$ cat src/rtl/reg_bank_mp_if.sv
// Bus bundle for the multi-port register bank: write ports, read ports,
// issue/scoreboard signals. Ports are packed flat, port n at [n*W +: W].
interface reg_bank_mp_if #(
    parameter int DIR_WIDTH  = 5,
    parameter int DATA_WIDTH = 32,
    parameter int NUM_READ   = 2,
    parameter int NUM_WRITE  = 2
);
    logic [NUM_WRITE-1:0]             write_en;
    logic [NUM_WRITE*DIR_WIDTH-1:0]   write_dir;
    logic [NUM_WRITE*DATA_WIDTH-1:0]  write_data;
    logic [NUM_READ*DIR_WIDTH-1:0]    read_dir;
    logic [NUM_READ*DATA_WIDTH-1:0]   read_data;
    logic [NUM_READ-1:0]              read_ready;
    logic                             issue_en;
    logic [DIR_WIDTH-1:0]             issue_dir;
    logic [(1<<DIR_WIDTH)-1:0]        busy;

    modport master (
        output write_en, write_dir, write_data, read_dir, issue_en, issue_dir,
        input  read_data, read_ready, busy
    );

    modport slave (
        input  write_en, write_dir, write_data, read_dir, issue_en, issue_dir,
        output read_data, read_ready, busy
    );
endinterface

$ cat src/rtl/reg_bank_mp.sv
// Multi-port register bank: x0 hardwired to zero, same-cycle write bypass,
// per-register pending-write scoreboard, highest write port wins conflicts.
module reg_bank_mp #(
    parameter int DIR_WIDTH  = 5,
    parameter int DATA_WIDTH = 32,
    parameter int NUM_READ   = 2,
    parameter int NUM_WRITE  = 2
) (
    input  logic         clk,
    input  logic         srst,
    reg_bank_mp_if.slave bus
);
    localparam int DEPTH = 1 << DIR_WIDTH;
    localparam logic [DIR_WIDTH-1:0] ZERO_DIR = '0;

    logic [DEPTH-1:0][DATA_WIDTH-1:0]     prf_q, prf_d;
    logic [DEPTH-1:0]                     busy_q, busy_d;

    logic [NUM_WRITE-1:0][DIR_WIDTH-1:0]  wdir;
    logic [NUM_WRITE-1:0][DATA_WIDTH-1:0] wdata;
    logic [NUM_WRITE-1:0]                 wact;
    logic [NUM_READ-1:0][DIR_WIDTH-1:0]   rdir;
    logic [NUM_READ-1:0][DATA_WIDTH-1:0]  rdata;
    logic [NUM_READ-1:0]                  rrdy;
    logic [NUM_READ-1:0]                  rhit;

    assign wdir  = bus.write_dir;
    assign wdata = bus.write_data;
    assign rdir  = bus.read_dir;

    // A write port is only live when enabled and not aimed at x0
    always_comb begin
        wact = '0;
        for (int w = 0; w < NUM_WRITE; w++)
            wact[w] = bus.write_en[w] && (wdir[w] != ZERO_DIR);
    end

    // Next storage state; later ports overwrite earlier ones so the highest index wins
    always_comb begin
        prf_d = prf_q;
        for (int w = 0; w < NUM_WRITE; w++)
            if (wact[w]) prf_d[wdir[w]] = wdata[w];
        prf_d[0] = '0;
    end

    // Next scoreboard: writebacks clear, a new issue sets and overrides the clear
    always_comb begin
        busy_d = busy_q;
        for (int w = 0; w < NUM_WRITE; w++)
            if (wact[w]) busy_d[wdir[w]] = 1'b0;
        if (bus.issue_en) busy_d[bus.issue_dir] = 1'b1;
        busy_d[0] = 1'b0;
    end

    // State registers; reset drops every write and issue of that cycle
    always_ff @(posedge clk) begin
        if (srst) begin
            prf_q  <= '0;
            busy_q <= '0;
        end else begin
            prf_q  <= prf_d;
            busy_q <= busy_d;
        end
    end

    // Read ports: x0 and reset give zero/ready, else bypass from live writes, else storage
    always_comb begin
        rdata = '0;
        rrdy  = '1;
        rhit  = '0;
        for (int r = 0; r < NUM_READ; r++) begin
            if (!srst && (rdir[r] != ZERO_DIR)) begin
                rdata[r] = prf_q[rdir[r]];
                for (int w = 0; w < NUM_WRITE; w++) begin
                    if (wact[w] && (wdir[w] == rdir[r])) begin
                        rdata[r] = wdata[w];
                        rhit[r]  = 1'b1;
                    end
                end
                rrdy[r] = !busy_q[rdir[r]] || rhit[r];
            end
        end
    end

    assign bus.read_data  = rdata;
    assign bus.read_ready = rrdy;
    assign bus.busy       = busy_q;

endmodule

$ cat src/flat_wrapper.sv
// flat-port wrapper written by rule: the top's interface ports become plain ports
module reg_bank_mp_flat 
#(
    parameter int DIR_WIDTH  = 5,
    parameter int DATA_WIDTH = 32,
    parameter int NUM_READ   = 2,
    parameter int NUM_WRITE  = 2
)
  (clk, srst, bus_write_en, bus_write_dir, bus_write_data, bus_read_dir, bus_issue_en, bus_issue_dir, bus_read_data, bus_read_ready, bus_busy);
  reg_bank_mp_if #(.DIR_WIDTH(DIR_WIDTH), .DATA_WIDTH(DATA_WIDTH), .NUM_READ(NUM_READ), .NUM_WRITE(NUM_WRITE)) bus_i ();
  input  logic clk;
  input  logic srst;
  input wire logic [$bits(bus_i.write_en)-1:0] bus_write_en;
  input wire logic [$bits(bus_i.write_dir)-1:0] bus_write_dir;
  input wire logic [$bits(bus_i.write_data)-1:0] bus_write_data;
  input wire logic [$bits(bus_i.read_dir)-1:0] bus_read_dir;
  input wire logic [$bits(bus_i.issue_en)-1:0] bus_issue_en;
  input wire logic [$bits(bus_i.issue_dir)-1:0] bus_issue_dir;
  output wire logic [$bits(bus_i.read_data)-1:0] bus_read_data;
  output wire logic [$bits(bus_i.read_ready)-1:0] bus_read_ready;
  output wire logic [$bits(bus_i.busy)-1:0] bus_busy;
  assign bus_i.write_en = bus_write_en;
  assign bus_i.write_dir = bus_write_dir;
  assign bus_i.write_data = bus_write_data;
  assign bus_i.read_dir = bus_read_dir;
  assign bus_i.issue_en = bus_issue_en;
  assign bus_i.issue_dir = bus_issue_dir;
  assign bus_read_data = bus_i.read_data;
  assign bus_read_ready = bus_i.read_ready;
  assign bus_busy = bus_i.busy;
  reg_bank_mp #(.DIR_WIDTH(DIR_WIDTH), .DATA_WIDTH(DATA_WIDTH), .NUM_READ(NUM_READ), .NUM_WRITE(NUM_WRITE)) u_core (.clk(clk), .srst(srst), .bus(bus_i));
endmodule
$ cat config.mk
export PLATFORM = sky130hd
export DESIGN_NAME = reg_bank_mp_flat
export DESIGN_NICKNAME = d
export VERILOG_FILES = /design/src/rtl/reg_bank_mp_if.sv /design/src/rtl/reg_bank_mp.sv /design/src/flat_wrapper.sv
export SDC_FILE = /design/constraint.sdc
export NUM_CORES = 2
export LEC_CHECK = 0
export CAP_MARGIN = 15
export CELL_PAD_IN_SITES_DETAIL_PLACEMENT = 0
export CELL_PAD_IN_SITES_GLOBAL_PLACEMENT = 1
export CORE_MARGIN = 10
export CORE_UTILIZATION = 54
export CTS_BUF_LIST = sky130_fd_sc_hd__clkbuf_4 sky130_fd_sc_hd__clkbuf_8
export DETAILED_ROUTE_END_ITERATION = 8
export HOLD_SLACK_MARGIN = 0.03
export PLACE_DENSITY_LB_ADDON = 0.25
export SLEW_MARGIN = 20
export SYNTH_ARGS = -nofsm -noshare
export SYNTH_HDL_FRONTEND = slang
export SYNTH_SLANG_ARGS = --single-unit
$ cat constraint.sdc
create_clock -name clk -period 3.42 [get_ports clk]
set_input_delay 0.342 -clock clk [delete_from_list [all_inputs] [get_ports clk]]
set_output_delay 0.342 -clock clk [all_outputs]
set_load 0.02 [all_outputs]
==> out/metrics.yaml <==
status:
  outcome: "complete, but fails checks"
  violations: "design-rule violations, negative setup slack"
worst_setup_path:
  cp_top_family: "buffers and inverters"
  worstPathArrival_ns: 3.12
  endpoint: "bus_read_data[61]"
  crit_start: "bus_write_dir[8]"
  reg2reg_slack_ns: 2.44
  cpMostUsedCell: "buf_4"
  reg2reg_to: "u_core.prf_q[665]$_SDFF_PP0_"
  cp-end-kind: "output pin"
  crit_chain: "clkdlybuf4s50_1, nor3_4, and2_2, or3_2, buf_4, buf_4, o221ai_1, a31oi_1, buf_4, buf_4"
  cp_num_buf_inv: 5
  rr_startpoint: "u_core.prf_q[665]$_SDFF_PP0_"
  rr_worst_depth: 2
  cp.depth: 10
  crit_path_max_fanout: 10
  slowest_delay_ns: 0.59
  critical_path_class: "input pin to output pin"
  start_kind: "input pin"
  cp_data_required_time_ns: 3.08
  slowest_stage: "clkdlybuf4s50_1"
sta:
  worst_slack_ns: -0.0395
  rsz0062_at_grt: "yes"
  clock-skew-final_ns: 0
  fmax_ghz: 0.289
  setup_violations: 8
  whs_ns: 0.172
  slew_headroom_pct: 10.9
  tightest_slew_ns: 1.34
  finalCritPeriodShare_pct: 101
  finalMaxSlewViolations: 0
  period_needed_ns: 3.46
  final_hold_viol_count: 0
floorplan:
  start_util_pct: 54.5
  dieArea_um2: 132000
  dieWidth_um: 363
  core_area_um2: 117000
  io_pins: 192
  rows: 125
  die_h_um: 363
clock_network:
  cts_made_buffers: 182
  clock_path_buffers: 3
  cts.clk_slew.worst_paths_ns: 0.06
  cts_max_level: 4
  cts_root_buf: "clkbuf_8"
  cts.sink_count: 1023
  insertion_delay_ns: 0.93
  cts_tree: "done"
yosys:
  synth_top_area_share_pct: 32.2
  seq_area_frac_synth_pct: 32.2
  synth_commonest_cells: "nor2_1, dfxtp_1, mux2i_1, a211oi_1, clkbuf_1"
  yosysWarningCount: 0
  synth_edf_count: 0
  synthMostInstantiatedCell: "nor2_1"
  synth.avg_cell_area_um2: 8.76
  yosys.area.top_type: "dfxtp_1"
  async_flop_share_pct: 0
  synth_flop_cell: "dfxtp_1"
  synth_area_leaders: "dfxtp_1, mux2i_1, mux4_2"
  syn_inst: 7252
  synth_fp_nets: 7346
  syn_area_um2: 63500
  synth_cell_types: 68
  ys_ff_latch: 1023
power:
  p_leak_uw: 0.0264
  ir_drop_mv: 0.447
  power.density_nw_per_um2: 399
  finalPower_uw: 29900
routing:
  drt_first_pass_iters: 9
  vias: 68234
  drt_iter0_drc: 12976
  vias_per_cell: 7.57
  drtAntennaViolNets: 0
  drc: 3
  routed_wl_mm: 334
  wl_per_cell_um: 37.0
layout:
  area_growth_pct: 18.0
  final_cell_area_um2: 75000
  stdcell_count: 9012
  nNetsFinal: 7421
  drive_above_1_share_pct: 22.4
grt:
  grt_pass1_vias: 62209
  grt_util_all_layers_pct: 48.4
  antenna_found_initial: 23
  grt_pass1_wl_mm: 469
  grt_max_degree: 199
  overflow: 0
placement:
  gp_congestion: 1.08
  hpwlAfterDp_mm: 221
  placed_area_um2: 70200
  numPortBuffers: 190
  place_inst: 8663
  dp_slack_ns: -0.671
min_path:
  hold_class: "input pin to flip-flop"
  worstHoldPathCells: 5
flow_run:
  max_cap_violations: 0
[layout by cell type, fill, tap and decap left out, types with 19 or more instances in the layout]
cell / netlist / routed
o22ai_1: 42 / 42
dlygate4sd2_1: 0 / 19
nor3_1: 36 / 33
a21oi_1: 320 / 312
a32oi_1: 26 / 25
a22oi_1: 118 / 113
mux2i_1: 804 / 802
o211ai_1: 26 / 26
o221ai_1: 30 / 21
buf_6: 21 / 20
mux2_2: 68 / 67
nand3_1: 348 / 345
o21ai_0: 49 / 47
nor2_4: 0 / 22
mux4_2: 323 / 323
buf_12: 1 / 123
nand2_2: 2 / 23
nor2_1: 1146 / 1118
nand2_4: 0 / 26
nor2b_1: 26 / 23
dfxtp_1: 1023 / 1013
buf_4: 35 / 586
clkbuf_8: 0 / 241
a311oi_1: 322 / 321
clkdlybuf4s50_1: 0 / 111
a211oi_1: 688 / 685
nand2_1: 519 / 472
a221oi_1: 95 / 74
a31oi_1: 43 / 38
clkbuf_4: 0 / 65
[through the flow]
step / util (%) / setup TNS, ns
final: 64.4 / -0.127
after global routing: 64.3 / -0.0510
after CTS: 64.1 / -0.131
after detailed placement: 60.2 / -7.51
after global placement: 60.2 / -6.77
after floorplan: - / 0
[state kept, by name, indices dropped and copies added, names as in the netlist]
name             flops
u_core.bus.busy     31
u_core.prf_q       992
[worst reg2reg max path, stage by stage (launching register included)]
cell	delay, ns
dfxtp_1	0.49
mux2i_1	0.13
a211oi_1	0.27
[routing by layer]
layer	vias up	wire (um)	GRT usage, %
met5	-	645	0
met4	24	22600	27.5
met3	1480	58800	24.0
met2	6391	130000	64.8
met1	32917	122000	62.3
li1	27422	-	-
[worst min-delay path by stage]
| stage | start | endpoint |
|---|---|---|
| floorplan | u_core.prf_q[96]$_SDFF_PP0_ | u_core.prf_q[96]$_SDFF_PP0_ |
| global placement | u_core.prf_q[212]$_SDFF_PP0_ | u_core.prf_q[212]$_SDFF_PP0_ |
| detailed placement | u_core.prf_q[564]$_SDFF_PP0_ | u_core.prf_q[564]$_SDFF_PP0_ |
| CTS | bus_write_data[29] | u_core.prf_q[253]$_SDFF_PP0_ |
| global route | bus_write_dir[9] | u_core.prf_q[96]$_SDFF_PP0_ |
| finish | bus_write_dir[9] | u_core.prf_q[96]$_SDFF_PP0_ |
[kinds of logic (layout without fill, tap and decap cells)]
kind of cell	count (synthesis)	count (layout)	share of synthesized area [%]
and+or+nand+nor	2184	2184	14.4
AOI/OAI and AO/OA	1823	1823	21.0
muxes	1195	1195	25.3
DFF	1023	1023	32.2
buffers and inverters	1006	1224	6.78
xor gates and xnor gates	20	20	0.276
other	1	19	0.00590
[what timing repair did]
| item | CTS | global route |
|---|---|---|
| pin swaps | 15 | 27 |
| hold buffers | 1 | 0 |
| endpoints found under the hold margin | 32 | 0 |
| buffers inserted | 0 | 4 |
| gates resized for setup | 126 | 85 |
| endpoints found under the setup margin | 53 | 37 |
[where the power goes]
part	total, uW	leakage [uW]	internal [uW]	switching (uW)
Clock	13000	0.00215	7190	5790
Sequential	12400	0.00827	12200	208
Combinational	4590	0.0160	1540	3050
Total	29900	0.0264	20900	9050
[cell type report]
class	instances	area, um^2
Clock inverter	23	269
Antenna cell	18	45.0
Multi-Input combinational cell	5223	39900
Tap cell	1524	1910
Timing Repair Buffer	882	8580
Clock buffer	304	3780
Sequential cell	1023	20500
Fill cell	9905	41500
Inverter	15	56.3
Note: power is estimated with default switching activity, not from simulation.
